## src/rtl/seq_alu.sv

```systemverilog
// Multi-cycle ALU: one-clock logic/arith/shift ops plus iterative Booth multiply and
// restoring divide writing {HI, LO}. Define SEQ_ALU_DIV_EN to build the divide engine.
module seq_alu #(
    parameter int WIDTH = 32,
    parameter int SHW   = $clog2(WIDTH)
) (
    input  logic                 clk,
    input  logic                 clr,
    input  logic                 start,
    input  logic [3:0]           op,
    input  logic [WIDTH-1:0]     A,
    input  logic [WIDTH-1:0]     B,
    output logic [2*WIDTH-1:0]   Z,
    output logic                 busy,
    output logic                 done,
    output logic                 err
);

    localparam logic [3:0] OP_ADD = 4'b0001;
    localparam logic [3:0] OP_SUB = 4'b0010;
    localparam logic [3:0] OP_MUL = 4'b0011;
    localparam logic [3:0] OP_DIV = 4'b0101;
    localparam logic [3:0] OP_AND = 4'b0110;
    localparam logic [3:0] OP_OR  = 4'b0111;
    localparam logic [3:0] OP_NEG = 4'b1000;
    localparam logic [3:0] OP_NOT = 4'b1010;
    localparam logic [3:0] OP_SHL = 4'b1100;
    localparam logic [3:0] OP_SHR = 4'b1101;
    localparam logic [3:0] OP_ROL = 4'b1110;
    localparam logic [3:0] OP_ROR = 4'b1111;

    localparam logic [SHW:0]   WIDTH_V   = (SHW+1)'(WIDTH);
    localparam logic [SHW-1:0] COUNT_TOP = SHW'(WIDTH - 1);

    typedef enum logic [1:0] {
        IDLE,
        MUL,
        DIV,
        FIX
    } state_t;

    state_t             state_reg, state_next;
    logic [SHW-1:0]     count_reg, count_next;
    // acc is one bit wider than the operand so Booth can subtract -2^(WIDTH-1) safely
    logic [WIDTH:0]     acc_reg, acc_next;
    logic [WIDTH-1:0]   q_reg, q_next;
    logic [WIDTH-1:0]   m_reg, m_next;
    logic               qm1_reg, qm1_next;
    logic [2*WIDTH-1:0] z_next;
    logic               done_next, err_next;

`ifdef SEQ_ALU_DIV_EN
    logic               is_div_reg, is_div_next;
    logic               neg_q_reg, neg_q_next;
    logic               neg_r_reg, neg_r_next;
    logic [WIDTH-1:0]   abs_a, abs_b;
    logic [WIDTH:0]     div_shift, div_trial;
    logic [WIDTH-1:0]   quo_fixed, rem_fixed;
`endif

    // Single-cycle datapath
    logic               shift_big;
    logic [SHW-1:0]     sh;
    logic [SHW:0]       sh_inv;
    logic [WIDTH-1:0]   lo_result;

    assign shift_big = |B[WIDTH-1:SHW];
    assign sh        = B[SHW-1:0];
    assign sh_inv    = WIDTH_V - {1'b0, sh};

    always_comb begin
        lo_result = '0;
        case (op)
            OP_ADD: lo_result = A + B;
            OP_SUB: lo_result = A - B;
            OP_AND: lo_result = A & B;
            OP_OR:  lo_result = A | B;
            OP_NEG: lo_result = -B;
            OP_NOT: lo_result = ~B;
            OP_SHL: lo_result = shift_big ? '0 : (A << sh);
            OP_SHR: lo_result = shift_big ? '0 : (A >> sh);
            // shifting by sh_inv = WIDTH when sh = 0 yields 0, so no special case
            OP_ROL: lo_result = (A << sh) | (A >> sh_inv);
            OP_ROR: lo_result = (A >> sh) | (A << sh_inv);
            default: lo_result = '0;
        endcase
    end

    // Booth step: add/subtract multiplicand based on {q[0], q-1}, then arithmetic shift
    logic [WIDTH:0] m_ext;
    logic [WIDTH:0] booth_sum;

    assign m_ext = {m_reg[WIDTH-1], m_reg};

    always_comb begin
        booth_sum = acc_reg;
        case ({q_reg[0], qm1_reg})
            2'b01:   booth_sum = acc_reg + m_ext;
            2'b10:   booth_sum = acc_reg - m_ext;
            default: booth_sum = acc_reg;
        endcase
    end

`ifdef SEQ_ALU_DIV_EN
    assign abs_a     = A[WIDTH-1] ? -A : A;
    assign abs_b     = B[WIDTH-1] ? -B : B;
    assign div_shift = {acc_reg[WIDTH-1:0], q_reg[WIDTH-1]};
    assign div_trial = div_shift - {1'b0, m_reg};
    assign quo_fixed = neg_q_reg ? -q_reg : q_reg;
    assign rem_fixed = neg_r_reg ? -acc_reg[WIDTH-1:0] : acc_reg[WIDTH-1:0];
`endif

    always_comb begin
        state_next  = state_reg;
        count_next  = count_reg;
        acc_next    = acc_reg;
        q_next      = q_reg;
        m_next      = m_reg;
        qm1_next    = qm1_reg;
        z_next      = Z;
        done_next   = 1'b0;
        err_next    = err;
`ifdef SEQ_ALU_DIV_EN
        is_div_next = is_div_reg;
        neg_q_next  = neg_q_reg;
        neg_r_next  = neg_r_reg;
`endif
        case (state_reg)
            IDLE: begin
                if (start) begin
                    case (op)
                        OP_ADD, OP_SUB, OP_AND, OP_OR, OP_NEG, OP_NOT,
                        OP_SHL, OP_SHR, OP_ROL, OP_ROR: begin
                            z_next    = {Z[2*WIDTH-1:WIDTH], lo_result};
                            err_next  = 1'b0;
                            done_next = 1'b1;
                        end
                        OP_MUL: begin
                            state_next  = MUL;
                            count_next  = COUNT_TOP;
                            acc_next    = '0;
                            q_next      = A;
                            qm1_next    = 1'b0;
                            m_next      = B;
`ifdef SEQ_ALU_DIV_EN
                            is_div_next = 1'b0;
`endif
                        end
`ifdef SEQ_ALU_DIV_EN
                        OP_DIV: begin
                            if (B == '0) begin
                                err_next  = 1'b1;
                                done_next = 1'b1;
                            end else begin
                                state_next  = DIV;
                                count_next  = COUNT_TOP;
                                acc_next    = '0;
                                q_next      = abs_a;
                                m_next      = abs_b;
                                is_div_next = 1'b1;
                                neg_q_next  = A[WIDTH-1] ^ B[WIDTH-1];
                                neg_r_next  = A[WIDTH-1];
                            end
                        end
`endif
                        default: begin
                            err_next  = 1'b1;
                            done_next = 1'b1;
                        end
                    endcase
                end
            end
            MUL: begin
                acc_next = {booth_sum[WIDTH], booth_sum[WIDTH:1]};
                q_next   = {booth_sum[0], q_reg[WIDTH-1:1]};
                qm1_next = q_reg[0];
                if (count_reg == '0) begin
                    state_next = FIX;
                end else begin
                    count_next = count_reg - SHW'(1);
                end
            end
`ifdef SEQ_ALU_DIV_EN
            DIV: begin
                if (!div_trial[WIDTH]) begin
                    acc_next = div_trial;
                    q_next   = {q_reg[WIDTH-2:0], 1'b1};
                end else begin
                    acc_next = div_shift;
                    q_next   = {q_reg[WIDTH-2:0], 1'b0};
                end
                if (count_reg == '0) begin
                    state_next = FIX;
                end else begin
                    count_next = count_reg - SHW'(1);
                end
            end
`endif
            FIX: begin
`ifdef SEQ_ALU_DIV_EN
                if (is_div_reg) begin
                    z_next = {rem_fixed, quo_fixed};
                end else begin
                    z_next = {acc_reg[WIDTH-1:0], q_reg};
                end
`else
                z_next = {acc_reg[WIDTH-1:0], q_reg};
`endif
                err_next   = 1'b0;
                done_next  = 1'b1;
                state_next = IDLE;
            end
            default: state_next = IDLE;
        endcase
    end

    always_ff @(posedge clk or posedge clr) begin
        if (clr) begin
            state_reg  <= IDLE;
            count_reg  <= '0;
            acc_reg    <= '0;
            q_reg      <= '0;
            m_reg      <= '0;
            qm1_reg    <= 1'b0;
            Z          <= '0;
            done       <= 1'b0;
            err        <= 1'b0;
`ifdef SEQ_ALU_DIV_EN
            is_div_reg <= 1'b0;
            neg_q_reg  <= 1'b0;
            neg_r_reg  <= 1'b0;
`endif
        end else begin
            state_reg  <= state_next;
            count_reg  <= count_next;
            acc_reg    <= acc_next;
            q_reg      <= q_next;
            m_reg      <= m_next;
            qm1_reg    <= qm1_next;
            Z          <= z_next;
            done       <= done_next;
            err        <= err_next;
`ifdef SEQ_ALU_DIV_EN
            is_div_reg <= is_div_next;
            neg_q_reg  <= neg_q_next;
            neg_r_reg  <= neg_r_next;
`endif
        end
    end

    assign busy = (state_reg != IDLE);

endmodule

```

## config.mk

```make
export PLATFORM = sky130hd
export DESIGN_NAME = seq_alu
export DESIGN_NICKNAME = d
export VERILOG_FILES = /design/src/rtl/seq_alu.sv
export SDC_FILE = /design/constraint.sdc
export NUM_CORES = 1
export LEC_CHECK = 0
export CAP_MARGIN = 20
export CELL_PAD_IN_SITES_DETAIL_PLACEMENT = 0
export CELL_PAD_IN_SITES_GLOBAL_PLACEMENT = 1
export CORE_MARGIN = 4
export CORE_UTILIZATION = 42
export CTS_CLUSTER_DIAMETER = 80
export DETAILED_ROUTE_END_ITERATION = 16
export GPL_TIMING_DRIVEN = 1
export MAX_ROUTING_LAYER = met4
export PLACE_DENSITY_LB_ADDON = 0.3
export SLEW_MARGIN = 10
export SYNTH_ARGS = -nofsm -noshare
export SYNTH_HDL_FRONTEND = slang
export SYNTH_SLANG_ARGS = --single-unit
```

## constraint.sdc

```tcl
create_clock -name clk -period 6.3 [get_ports clk]
set_clock_uncertainty 0.1 [all_clocks]
set_input_delay 1.26 -clock clk [delete_from_list [all_inputs] [get_ports clk]]
set_output_delay 1.26 -clock clk [all_outputs]
set_load 0.005 [all_outputs]
```

**Word-level counts from Yosys, hierarchy flattened**

Cells that the tools add are included.

- Register bits: 171
- Input bits: 71
- Output and inout bits: 67
- Logic and storage cells: 92

- Add/subtract/negate cells: 7
- Equal/unequal tests: 21
- Shifts and indexed selects: 4
- Multiplexer cells: 30
- Bitwise gates (word level): 6
- Reductions and logical operators: 14

Operators by type and width:

| cell | number |
|---|---|
| case mux 32 bit (10 select lines) | 1 |
| two-way mux 32 bit | 6 |
| case mux 33 bit (2 select lines) | 2 |
| case mux 64 bit (2 select lines) | 1 |
| bitwise OR 32 bit | 3 |
| two-way mux 33 bit | 2 |
| case mux 32 bit (2 select lines) | 1 |
| adder 33 bit | 1 |
| subtractor 33 bit | 1 |
| adder 32 bit | 1 |
| AND 32 bit | 1 |
| negator 32 bit | 1 |
| NOT 32 bit | 1 |
| left shift 32 x 5 -> 32 bit | 1 |
| left shift 32 x 6 -> 32 bit | 1 |
| >> shifter 32 x 5 -> 32 bit | 1 |
| >> shifter 32 x 6 -> 32 bit | 1 |
| subtractor 32 bit | 1 |
| OR reduction 27 bit | 1 |
| equality test 4 bit, second input constant | 6 |
| two-way mux 5 bit | 3 |
| AND reduction 3 bit | 5 |
| case mux 5 bit (2 select lines) | 1 |
| OR reduction 10 bit | 1 |
| other kinds (19) | 38 |

**Depth between registers and ports, before layout**

Gate-level depths: netlist of run 1.

- Depth after elaboration: 7
- Depth in mapped cells: 20
- Gate-level depth less buffers: 18

**Worst setup path before layout of run 1**

OpenSTA, ideal clock, no wires.

- Path type: input to register
- Start point: input op[3]
- End point: register Z[28]
- Setup time: 0.124 ns
- Arrival: 4.628 ns
- Required time: 6.076 ns
- Slack: 1.449 ns
- Stages on the path: 15
- Buffers on the path: 2
- Cells stage by stage: clkbuf_1 > nor4b_1 > clkbuf_1 > nor2_1 > ha_1 > a31o_1 > a221oi_2 > or4b_1 > a21oi_2 > nor3_2 > o31ai_1 > a31oi_1 > xnor2_1 > a221oi_2 > o21ai_1

- Longest elaborated chain between the ends: 5
- Elaborated cells on any way between the ends: 17
- Those cells by class: eq/ne (11); mux (4); reduce/logical (2)

Ends and longest elaborated chain:

| item | line | text |
|---|---|---|
| from (decl) | 10 | `input logic [3:0] op,` |
| equality test 4 bit (tied with other cells) | 73, 131 |  |
| case mux 32 bit (10 select lines) | 73 | `case (op)` |
| two-way mux 32 bit | 131 | `case (op)` |
| two-way mux 32 bit | 130 | `if (start) begin` |
| case mux 64 bit (2 select lines) | 128 | `case (state_reg)` |
| to (signal assigned) | 240 | `Z <= z_next;` |
| to (decl) | 13 | `output logic [2*WIDTH-1:0] Z,` |

Parallel ways exist; a longest one is shown, timed or not. The select of a mux whose other input is x is not followed.
A chain may end at the register's enable or synchronous reset.

**Final worst setup path of run 1**

- Start point: register m_reg[3]
- End point: register acc_reg[31]

- Longest elaborated chain between the ends: 3
- Elaborated cells on any way between the ends: 4
- Those cells by class: add/sub (2); mux (2)

Ends and longest elaborated chain:

| item | line | text |
|---|---|---|
| from (decl) | 47 | `logic [WIDTH-1:0] m_reg, m_next;` |
| from (signal assigned) | 238 | `m_reg <= m_next;` |
| subtractor 33 bit or adder 33 bit (tied branches) | 99, 98 |  |
| case mux 33 bit (2 select lines) (*) | 97 | `case ({q_reg[0], qm1_reg})` |
| case mux 33 bit (2 select lines) (*) | 128 |  |
| to (signal assigned) | 236 | `acc_reg <= acc_next;` |
| to (decl) | 45 | `logic [WIDTH:0] acc_reg, acc_next;` |

Every way passes the cells marked *; elsewhere a longest branch is shown, timed or not.

==> results of run 1 <==
## synth_stat cells (11+ instances only)
library cell and number:
clkbuf_1 128, o31ai_1 12, o21ai_1 31, buf_6 11, o211ai_1 14, mux2i_1 134, o221ai_1 23, mux2_2 47
dfrtp_1 170, inv_1 108, o22ai_1 33, buf_1 14, or3_1 18, nor2_1 344, nor2b_1 13, a21o_1 56
nand2_1 320, mux4_2 61, a31oi_1 34, a21oi_1 246, xor2_1 27, nand3_1 46, ha_1 144, buf_4 13
a22oi_1 12, xnor2_1 85, o21a_1 12, o21ai_0 270, a211oi_1 57, nor4_1 22, nor3_1 39, nand2b_1 19
a32oi_1 11, a2111oi_0 15, and3_1 16, a221oi_1 17, o2111ai_1 14, and2_1 11, nand4_1 18, a211o_1 15
buf_2 56
## cells by family (layout without fill, tap and decap cells)
group | Yosys count | after routing
mux | 248 | 248
flops | 170 | 170
buf+inv | 336 | 406
compound gates | 963 | 963
simple gates | 904 | 904
xor+xnor | 113 | 113
other cells | 0 | 7
fa+ha+maj | 147 | 147
## through the flow
stage	setup WS (ps)	std cells	cell area (µm²)
4_1_cts	1100	3629	24800
3_5_place_dp	790	3597	24200
6_report	1110	3638	24900
3_3_place_gp	793	3597	24200
2_1_floorplan	337	2881	22000
5_1_grt	709	3636	24900
## per-layer routing
metal / part of all wire / global-route usage / wire length [µm] / vias to the layer above
li1: - / - / - / 10702
met1: 0.37 / 0.512 / 45300 / 12130
met2: 0.44 / 0.644 / 53100 / 1755
met3: 0.097 / 0.0867 / 11800 / 448
met4: 0.094 / 0.305 / 11400 / 0
met5: 0 / - / 0 / -
## final cells by class
class	count	area share
Clock buffer	17	0.0171
Multi-Input combinational cell	2375	0.657
Sequential cell	170	0.171
Timing Repair Buffer	261	0.0943
Clock inverter	15	0.00815
Antenna cell	7	0.000704
Tap cell	680	0.0342
Inverter	113	0.0174
## worst paths after layout
check / end / slack [ps] / cells past startpoint
max in group asynchronous: m_reg[17] / 3830 / 3
min in group asynchronous: q_reg[5] / 1200 / 2
max reg2reg: acc_reg[31] / 1110 / 18
min reg2reg: Z[48] / 410 / 1
max: acc_reg[31] / 1110 / 18
min: Z[48] / 410 / 1
## power by group through the flow
stage	Sequential, µW	Clock [µW]	Combinational (µW)
final	2020	1150	5180
after global routing	2050	1190	5590
after CTS	1990	1150	5070
after detailed placement	2010	0	5030
after global placement	2000	0	4940
after floorplan	1810	0	3430
==> impl_metrics.ini, run 1 <==
[synthesis]
yosys_warnings = 0
synthFlopType = dfrtp_1
synthAdderAreaFrac = 0.0847
syn_area_per_cell_um2 = 7.63
synth_xor_area_frac = 0.0459
synthesis.nets = 3099
ys_seq_elements = 170
synth_area_leaders = dfrtp_1, ha_1, mux4_2
synth_compound_area_frac = 0.277
ys_types = 101
syn_area_um2 = 22000
synth.mux.area_fraction = 0.152
synth_simple_gate_area_frac = 0.180
yosysTopAreaCell = dfrtp_1
async_reset_ff_frac = 1.00
ys_seq_area_frac = 0.193
synth_edf_count = 0
synth_top_area_share = 0.193
syn_inst = 2881
synth_top_family_by_area = compound AO/OA/AOI/OAI gates

[drt]
vias = 25035
routedWlPerCell_um = 33.4
first_iter_violations = 3042
wl_um = 122000
via_per_inst = 6.88
ant_nets = 0
remaining_drc_errors = 0
first_pass_iters = 8

[global_routing]
antenna_found_initial = 6
grt_max_degree = 96
grt.overflow.total = 0
grt_pass1_vias = 23659
track_usage = 0.428
grt_pass1_wl_um = 172000

[sta]
maxSlewHeadroom = 0.131
tns_ps = 0
rsz0062_at_grt = no
timing.hold.ws_ps = 410
period_minus_slack_ps = 5190
finalMaxSlewViolations = 0
max_freq_mhz = 193
finalSetupViolCount = 0
min_period_over_period = 0.824
hold_violations = 0
worst_pin_slew_ps = 1290

[power_and_ir_drop]
power.total_uw = 8350
p_sw_uw = 4230
powerDensity_nw_per_um2 = 336
power_frac_clock = 0.138
max-vdd-ir-drop_v = 0.000221
internal-power_uw = 4120
combPwrFrac = 0.620
leakage_uw = 0.0106
p_seq_frac = 0.242
switching_share = 0.507

[worst_setup_path]
end_kind = flip-flop
crit_chain = nor3_1 > nor3b_1 > a21o_1 > o21ai_0 > nor2_1 > o21ai_0 > xnor2_1 > ha_1 > nand3_1 > a2bb2oi_1 > nor2b_1 > o21ai_0 > a211o_1 > a31o_1 > a21oi_1 > xnor2_1 > nor2_1 > nand4b_1
rr_startpoint = m_reg[3]
cp_max_fo = 8
cpLargestDelayFamily = compound AO/OA/AOI/OAI gates
worst-path-buf-inv = 0
cp_common_cell = o21ai_0
required_ps = 6540
startpoint = m_reg[3]
critPathKind = flip-flop to flip-flop
critPathSlowestCell = nor2_1
max_stage_delay_ps = 580
arrival_ps = 5430
cp-start-kind = flip-flop

[placed_design]
gp_congestion = 1.08
dp_hpwl_um = 94000
io_buffers = 137

[finish]
final_common_cell = nor2_1
largest_register_ffs = 64
fillerInstances = 5104
top_register = Z
fin_util = 0.482
fin_nets = 3156
syn_to_final_growth_pct = 13.1
multi_input_area_um2 = 16300
drive_gt1_frac = 0.113
final_cell_mix = nor2_1, nand2_1, o21ai_0, a21oi_1, dfrtp_1
register_area_um2 = 4250

[clock_network]
cts_setup_buffers = 0
cts_buffer_depth = 2
clock-root-buffer = clkbuf_16
clk_pin_slew_ps = 80
htreeDepth = 4
cts_tree = yes
clk_latency_ps = 470
cts_hold_buf = 0
cts_resized = 0
cts_buffers = 17
numClockSinks = 170

[min_path]
worstHoldStart = Z[48]
hold_path.class = flip-flop to flip-flop

[die]
dieArea_um2 = 56100
die_h_um = 237
rows = 83
coreArea_um2 = 51600
io_pins = 138
start_util = 0.426
die_w_um = 237

[run_status]
status = finished clean

[flow_run]
maxCapViolations = 0
Power figures use the tool's default switching activity.
==> inputs of run 2 (changes only) <==
- clock period: 6.3 -> 4.3 ns (I/O delays scaled with it)
==> run 2 against run 1 <==
Wire length is 3.0% higher. Register-to-register slack worse by 890 ps. Cell count is 11% higher. Critical endpoint is now Z[31]. Largest power group unchanged.
==> impl_metrics.ini, run 2 (synthesis gave the netlist of run 1 again) <==
[run_status]
status = finished clean

[worst_setup_path]
critPathSlowestCell = clkdlybuf4s50_1
cpLargestDelayFamily = compound AO/OA/AOI/OAI gates
cp_max_fo = 4
crit_chain = clkdlybuf4s50_1 > nor4b_4 > buf_6 > nand2b_4 > inv_1 > ha_1 > nor2b_4 > o2111ai_4 > a211oi_4 > o2111ai_1 > buf_4 > a2111oi_4 > buf_4 > o211ai_4 > a32oi_2 > xnor2_1 > o2111ai_1 > o211a_1
worst-path-buf-inv = 5
max_stage_delay_ps = 480
end_kind = flip-flop
cp-start-kind = input port
critPathKind = input port to flip-flop
rr_worst_depth = 18
crit_cells = 18
required_ps = 4580
arrival_ps = 4530

[die]
start_util = 0.426
io_pins = 138
rows = 83
die_h_um = 237
coreArea_um2 = 51600
dieArea_um2 = 56100
die_w_um = 237

[drt]
wl_um = 125000
first_iter_violations = 3299
vias = 26530
remaining_drc_errors = 0
ant_nets = 0
routedWlPerCell_um = 31.1
first_pass_iters = 7
via_per_inst = 6.58

[sta]
timing.hold.ws_ps = 410
tns_ps = 0
finalSetupViolCount = 0
hold_violations = 0
period_minus_slack_ps = 4240
finalMaxSlewViolations = 0
maxSlewHeadroom = 0.226
max_freq_mhz = 236
worst_pin_slew_ps = 1160
min_period_over_period = 0.986

[clock_network]
cts_buffer_depth = 2
htreeDepth = 4
clock-root-buffer = clkbuf_16
clk_pin_slew_ps = 70
clk_latency_ps = 500
numClockSinks = 170
cts_tree = yes
cts_buffers = 17

[finish]
top_register = Z
drive_gt1_frac = 0.226
syn_to_final_growth_pct = 28.9
final_cell_mix = buf_4, nor2_1, nand2_1, o21ai_0, a21oi_1
fin_nets = 3558
final_common_cell = buf_4
fillerInstances = 4993
largest_register_ffs = 64

[placed_design]
io_buffers = 137
gp_congestion = 1.16
dp_hpwl_um = 99300

[flow_run]
maxCapViolations = 0

[global_routing]
grt.overflow.total = 0
grt_max_degree = 100
use_met2 = 0.672
grt_busiest_layer = met2
grt_use_met1 = 0.517
grt_pass1_vias = 25824
grtUsageMet3 = 0.0833
antenna_found_initial = 3
grt_pass1_wl_um = 178000
track_usage = 0.440

[power_and_ir_drop]
powerDensity_nw_per_um2 = 471
leakage_uw = 0.0127
max-vdd-ir-drop_v = 0.000308

[min_path]
hold_depth = 1
hold_path.class = flip-flop to flip-flop
## run 2: changes by cell type in the layout (fill, tap and decap cells not counted), sizes merged
cell / delta
clkbuf: +1
dlygate4sd2: +2
dlymetal6s2s: +1
clkdlybuf4s50: -3
clkinvlp: +3
diode: -5
buf: +402
clkinv: -5
## run 2: power by group
| part | total, µW | internal (µW) | switching (µW) |
|---|---|---|---|
| Clock | 1610 | 810 | 804 |
| Combinational | 8780 | 3840 | 4930 |
| Sequential | 2980 | 2200 | 771 |
## run 2: worst paths after layout
check	from	slack [ps]	to
setup / recovery	op[3]	60	Z[31]
hold / removal	Z[48]	410	Z[48]
setup reg to reg	m_reg[4]	220	acc_reg[23]
hold reg to reg	Z[48]	410	Z[48]
max in group asynchronous	clr	2480	Z[29]
min in group asynchronous	clr	640	q_reg[6]
## run 2: cell type report
cell class / instances / area, µm² / share of cell area
Multi-Input combinational cell: 2375 / 16600 / 0.584
Timing Repair Buffer: 663 / 5680 / 0.200
Sequential cell: 170 / 4250 / 0.150
Tap cell: 680 / 851 / 0.0300
Clock buffer: 18 / 429 / 0.0151
Inverter: 113 / 428 / 0.0151
Clock inverter: 13 / 135 / 0.00477
Antenna cell: 2 / 5.00 / 0.000177
## run 2: timing repair
item | 4_1_cts | 5_1_grt
cloned | 0 | 2
pin swaps | 4 | 17
hold buffers | 0 | 0
setup buffers | 1 | 2
gates resized for setup | 19 | 34
endpoints found under the setup margin | 9 | 18
## run 2: worst reg2reg max path, cell delays in order, from the launching register on
cell and delay, ps:
dfrtp_1 400, nor3_2 210, nor3b_4 250, a21o_1 190
buf_4 140, o21ai_0 100, xnor2_1 190, ha_1 360
nand4_1 120, or4_1 480, o41a_1 170, a31oi_2 180
buf_4 170, a21oi_1 130, o31ai_2 360, xnor2_1 160
nor2_1 50, a21oi_1 140, o21ai_1 70
## run 2: metal layers
layer | wire length (µm) | vias up
met4 | 12400 | 0
met5 | 0 | -
li1 | - | 11503
met2 | 54900 | 1740
met3 | 12000 | 519
met1 | 46000 | 12768
## run 2: through the flow
stage | area [µm²] | total power, µW | worst slack, ps | cells | utilization
after floorplan | 22000 | 7670 | 18.5 | 2881 | -
after global placement | 27500 | 11100 | -668 | 3995 | 0.532
after detailed placement | 27500 | 11300 | -708 | 3996 | 0.532
after CTS | 28100 | 13000 | 20.1 | 4028 | 0.544
after global routing | 28300 | 14100 | -30.4 | 4033 | 0.549
final | 28400 | 13400 | 58.3 | 4034 | 0.549
